[src/rtl/bs_pkg.sv]
// Shared constants, flag struct and width helper for the driver-side bus FIFOs.
package bs_pkg;

    localparam int ID_W = 8;
    localparam logic [ID_W-1:0] BCAST_ID = 8'hFF;

    typedef struct packed {
        logic ovf;
        logic udf;
    } fifo_flags_t;

    // Occupancy counters need one extra bit so a full FIFO (count == depth) is representable.
    function automatic int cnt_w(input int depth);
        return $clog2(depth) + 1;
    endfunction

endpackage

[src/rtl/bs_fifo_fwft.sv]
// First-word-fall-through circular FIFO with registered count and sticky overflow/underflow flags.
module bs_fifo_fwft
    import bs_pkg::*;
#(
    parameter int bits  = 32,
    parameter int depth = 16
) (
    input  logic                      clk,
    input  logic                      i_rst_n,
    input  logic                      i_push,
    input  logic [bits-1:0]           i_data,
    input  logic                      i_pop,
    output logic [bits-1:0]           o_data,
    output logic [cnt_w(depth)-1:0]   o_count,
    output fifo_flags_t               o_flags
);

    localparam int PW = $clog2(depth);
    localparam int CW = cnt_w(depth);
    localparam logic [CW-1:0] FULL_CNT = CW'(depth);

    logic [bits-1:0] r_mem [depth];
    logic [PW-1:0]   r_wr_ptr;
    logic [PW-1:0]   r_rd_ptr;
    logic [CW-1:0]   r_count;
    fifo_flags_t     r_flags;

    logic w_empty;
    logic w_full;
    logic w_do_pop;
    logic w_do_push;

    assign w_empty   = (r_count == '0);
    assign w_full    = (r_count == FULL_CNT);
    assign w_do_pop  = i_pop & ~w_empty;
    // A pop in the same cycle frees the slot, so a full FIFO still accepts the push.
    assign w_do_push = i_push & (~w_full | w_do_pop);

    always_ff @(posedge clk) begin
        if (w_do_push) begin
            r_mem[r_wr_ptr] <= i_data;
        end
    end

    always_ff @(posedge clk or negedge i_rst_n) begin
        if (!i_rst_n) begin
            r_wr_ptr <= '0;
            r_rd_ptr <= '0;
            r_count  <= '0;
            r_flags  <= '0;
        end else begin
            if (w_do_push) begin
                r_wr_ptr <= r_wr_ptr + PW'(1);
            end
            if (w_do_pop) begin
                r_rd_ptr <= r_rd_ptr + PW'(1);
            end
            case ({w_do_push, w_do_pop})
                2'b10:   r_count <= r_count + CW'(1);
                2'b01:   r_count <= r_count - CW'(1);
                default: r_count <= r_count;
            endcase
            if (i_push & ~w_do_push) begin
                r_flags.ovf <= 1'b1;
            end
            if (i_pop & w_empty) begin
                r_flags.udf <= 1'b1;
            end
        end
    end

    // Stale memory is masked so an empty FIFO always presents zero.
    assign o_data  = w_empty ? '0 : r_mem[r_rd_ptr];
    assign o_count = r_count;
    assign o_flags = r_flags;

endmodule

[src/rtl/bs_drvr_fifo.sv]
// Driver-side TX/RX buffering for one arbiter port; define BS_DRVR_ID_FILTER_EN to drop RX packets
// whose destination ID is neither drvr_id nor broadcast.
module bs_drvr_fifo
    import bs_pkg::*;
#(
    parameter int              bits      = 32,
    parameter int              depth     = 16,
    parameter logic [ID_W-1:0] drvr_id   = 8'd0,
    parameter logic [ID_W-1:0] broadcast = BCAST_ID
) (
    input  logic                    clk,
    input  logic                    reset,
    input  logic                    tx_push,
    input  logic [bits-1:0]         tx_data,
    output logic                    tx_full,
    output logic [cnt_w(depth)-1:0] tx_count,
    output logic                    pndng,
    input  logic                    pop,
    output logic [bits-1:0]         D_pop,
    input  logic                    push,
    input  logic [bits-1:0]         D_push,
    input  logic                    rx_pop,
    output logic [bits-1:0]         rx_data,
    output logic                    rx_empty,
    output logic [cnt_w(depth)-1:0] rx_count,
    output logic [1:0]              ovf,
    output logic [1:0]              udf
);

    localparam int CW = cnt_w(depth);
    localparam logic [CW-1:0] FULL_CNT = CW'(depth);

`ifdef BS_DRVR_ID_FILTER_EN
    localparam logic FILTER_BYPASS = 1'b0;
`else
    localparam logic FILTER_BYPASS = 1'b1;
`endif

    logic [ID_W-1:0] w_dest;
    logic            w_id_hit;
    logic            w_rx_push;
    fifo_flags_t     w_tx_flags;
    fifo_flags_t     w_rx_flags;

    assign w_dest    = D_push[bits-1 -: ID_W];
    assign w_id_hit  = (w_dest == drvr_id) | (w_dest == broadcast);
    // Filtered packets never reach the RX FIFO, so they leave count and flags untouched.
    assign w_rx_push = push & (w_id_hit | FILTER_BYPASS);

    bs_fifo_fwft #(.bits(bits), .depth(depth)) u_tx_fifo (
        .clk     (clk),
        .i_rst_n (reset),
        .i_push  (tx_push),
        .i_data  (tx_data),
        .i_pop   (pop),
        .o_data  (D_pop),
        .o_count (tx_count),
        .o_flags (w_tx_flags)
    );

    bs_fifo_fwft #(.bits(bits), .depth(depth)) u_rx_fifo (
        .clk     (clk),
        .i_rst_n (reset),
        .i_push  (w_rx_push),
        .i_data  (D_push),
        .i_pop   (rx_pop),
        .o_data  (rx_data),
        .o_count (rx_count),
        .o_flags (w_rx_flags)
    );

    assign tx_full  = (tx_count == FULL_CNT);
    assign pndng    = (tx_count != '0);
    assign rx_empty = (rx_count == '0);
    assign ovf      = {w_rx_flags.ovf, w_tx_flags.ovf};
    assign udf      = {w_rx_flags.udf, w_tx_flags.udf};

endmodule

[config.mk]
export PLATFORM = sky130hd
export DESIGN_NAME = bs_drvr_fifo
export DESIGN_NICKNAME = d
export VERILOG_FILES = /design/src/rtl/bs_pkg.sv /design/src/rtl/bs_fifo_fwft.sv /design/src/rtl/bs_drvr_fifo.sv
export SDC_FILE = /design/constraint.sdc
export NUM_CORES = 1
export LEC_CHECK = 0
export ABC_AREA = 1
export CORE_MARGIN = 2
export CORE_UTILIZATION = 45
export DETAILED_ROUTE_END_ITERATION = 7
export GPL_TIMING_DRIVEN = 0
export PLACE_DENSITY_LB_ADDON = 0.12
export SLEW_MARGIN = 5
export SYNTH_ARGS = -nofsm -noshare
export SYNTH_HDL_FRONTEND = slang
export SYNTH_SLANG_ARGS = --single-unit
[constraint.sdc]
create_clock -name clk -period 3.2 [get_ports clk]
set_input_delay 0.64 -clock clk [delete_from_list [all_inputs] [get_ports clk]]
set_output_delay 0.64 -clock clk [all_outputs]
set_load 0.1 [all_outputs]
==> metrics.txt <==
status finished with violations; failing checks negative setup slack; RSZ-0062 raised after global routing yes; Synth Register Bits approximately 1100; FILL cells 7635; final hold violations 0; # nets final 4045; Clock Pin Slew Worst Setup and Hold Paths 60 ps; Leak Pwr approximately 20 nW; largest net degree at the start of global routing 23; clk buf depth 3; Antenna diodes 0; most frequent cells in the layout nand2_1, edfxtp_1, nand3_1; Routed Antenna Nets 0; Max Transition Viols Final 0; WP data arrival approximately 2600 ps; die width between 300 and 400 um; Post-synth EDFFs slightly above 1000; CTS Root Cell clkbuf_16; Tcrit/Tclk final 100%; unique cell type count in the Yosys netlist 29; Critical Path Start Type flop; vias per cell ~5.4; DRC errors left 0; worst hold slack 429 ps; Final Power ~63 mW; post-synthesis sequential area ratio 73.3%; gr usage total a little over a quarter; Slew @ Worst Pin about 980 ps; critical path peak fanout 10; Skew-Pair Late Insertion Delay 690 ps; cells after synthesis between 3000 and 4000; Wirelength per Cell 24.9 um; core area ~95000 um2; Cell Pwr Density 1160 nW/um2; die area 98100 um2; Top FF cell, synth edfxtp_1; Final Cell Area between 50000 and 60000 um2; Syn Std Cell Area 43000 um2; async set or reset register ratio after synthesis between 2 and 3%; CTS tree done; placed inst area approximately 48000 um2; area grow syn2layout 26.2%; r2r setup slk 300 ps; Setup violations, final 3; Num CTS Buffers around 110; number of top-level pins around 150; final worst setup slack -3.58 ps; most common cell after layout, fill and taps aside nand2_1; layout cell share with drive strength beyond 1 17.9%; Num Clock Sinks between 1000 and 1500; Top delay family on crit path buffers and inverters; skew final about 19 ps; Final min period roughly 3200 ps; First-pass DRT Iterations 6; VDD IR-drop max between 1 and 1.5 mV; CP max-delay cell dfrtp_1; max cap viols 0; fmax 312 MHz; Crit Path Class reg2out; vias in the first global route 27400; initial antenna violation count 4; Syn Nets between 3000 and 4000; CP startpoint u_rx_fifo.r_rd_ptr[0]; port buffer count 150; post-DP HPWL 83.1 mm; DRT iter0 DRCs 2650; CTS H-tree depth 3; Avg Inst Size Synth about 12 um2; Buf+Inv Stages, Crit Path 4; Min-Delay Path Class in2async; Yosys warnings 0; initial cell density of the core between 40% and 50%; vias ~29000; gpl congestion about 0.79; global-route wire length before repair about 190 mm; Detailed Route WL 132 mm; r2r startpoint u_rx_fifo.o_count[0]; Rel. slew slack 34.5%; GR Overflow Total 0; Setup TNS Final -8.32 ps; Die H about 310 um; Max stage delay on crit path between 300 and 400 ps; Worst Path Required ~2600 ps; crit-path cells buf_6 -> buf_12 -> buf_6 -> nand2_1 -> nand3_2 -> nand3_2 -> nand2_2 -> nand2_2 -> a21oi_4 -> buf_12; row cnt between 100 and 150; Worst setup EP type output port
[area by class of cell]
type                            count  area, um2  area share [%]
Buffer                            219       2480            4.58
Clock buffer                      142       2980            5.49
Clock inverter                     64        472           0.869
Inverter                           40        189           0.348
Multi-Input combinational cell   2296      11200            20.6
Sequential cell                  1054      31500            58.1
Tap cell                         1265       1580            2.92
Timing Repair Buffer              234       3810            7.03
Timing Repair inverter              2       20.0          0.0369
[sequential cells by signal, indices dropped and copies added, names as in the netlist]
signal and flops:
u_rx_fifo.o_flags 2, u_rx_fifo.r_rd_ptr 4, u_tx_fifo.r_wr_ptr 4, u_rx_fifo.r_wr_ptr 4, u_rx_fifo.r_mem 512, u_tx_fifo.r_mem 512
u_rx_fifo.o_count 5, u_tx_fifo.r_rd_ptr 4, u_tx_fifo.o_count 5, u_tx_fifo.o_flags 2
[cell usage after synthesis, types with 2 or more instances]
library cell | instances | area [um2]
xnor2_1 | 4 | 35.0
inv_1 | 35 | 131
o21ai_0 | 13 | 65.1
o21bai_1 | 3 | 22.5
buf_4 | 25 | 188
a21oi_1 | 66 | 330
nor2_1 | 39 | 146
nand3_1 | 787 | 3940
edfxtp_1 | 1024 | 30700
nand3b_1 | 2 | 15.0
clkinv_1 | 2 | 7.51
dfrtp_1 | 30 | 751
clkbuf_1 | 35 | 131
a21o_1 | 2 | 15.0
buf_1 | 21 | 78.8
xor2_1 | 13 | 114
buf_2 | 96 | 480
nand2_1 | 1345 | 5050
buf_6 | 41 | 462
ha_1 | 17 | 213
[metrics by stage]
step	setup WS, ps	util [%]	cells
floorplan	-535	-	3609
global placement	-2240	49.2	5024
detailed placement	-789	50.3	5060
CTS	-28.0	54.9	5271
global route	-98.1	57.2	5316
finish	-3.58	57.2	5316
[worst register-to-register path, delay by kind of cell (launching register included)]
family,cells,cell delay [ps]
AO/OA/AOI/OAI,1,170
XOR/XNOR,1,190
adder cells (fa/ha/maj),2,550
buffers and inverters,3,490
flip-flops,1,440
AND/OR/NAND/NOR,8,960
[power breakdown]
part           total [mW]  switching, mW  internal [mW]  leakage (nW)
Clock                12.3           5.29           7.02          1.69
Combinational        33.6           22.2           11.4          8.66
Sequential           17.0          0.414           16.6          9.60
[worst paths after layout]
check | depth (start not counted) | endpoint
min in group clk | 1 | u_rx_fifo.o_flags[1]
max in group asynchronous | 3 | u_tx_fifo.o_count[3]
worst min register to register | 1 | u_rx_fifo.o_flags[1]
worst max register to register | 15 | u_rx_fifo.o_count[4]
worst max-delay path | 10 | rx_data[16]
worst min-delay path | 2 | u_rx_fifo.o_flags[1]
[logic make-up after synthesis]
group	share of synthesized area (%)
and+or+nand+nor	21.3
adders and majority gates	0.495
AOI/OAI and AO/OA	1.05
DFF	73.3
buffers and inverters	3.52
xor gates and xnor gates	0.346
[timing repair]
action | in CTS | in global routing
gates cloned | 3 | 29
pin swaps | 15 | 76
endpoints found under the setup margin | 69 | 67
hold buffers | 1 | 0
gates resized for setup | 718 | 324
endpoints found under the hold margin | 12 | 0
buffers inserted | 1 | 16
[layer usage]
metal	global-route usage (%)	up-vias	share of wire [%]
met2	47.4	1053	52
met5	0	-	0.031
met4	7.99	8	2.8
met3	3.42	234	5.9
li1	-	13400	-
met1	32.7	14200	39
(Power assumes the default switching activity.)
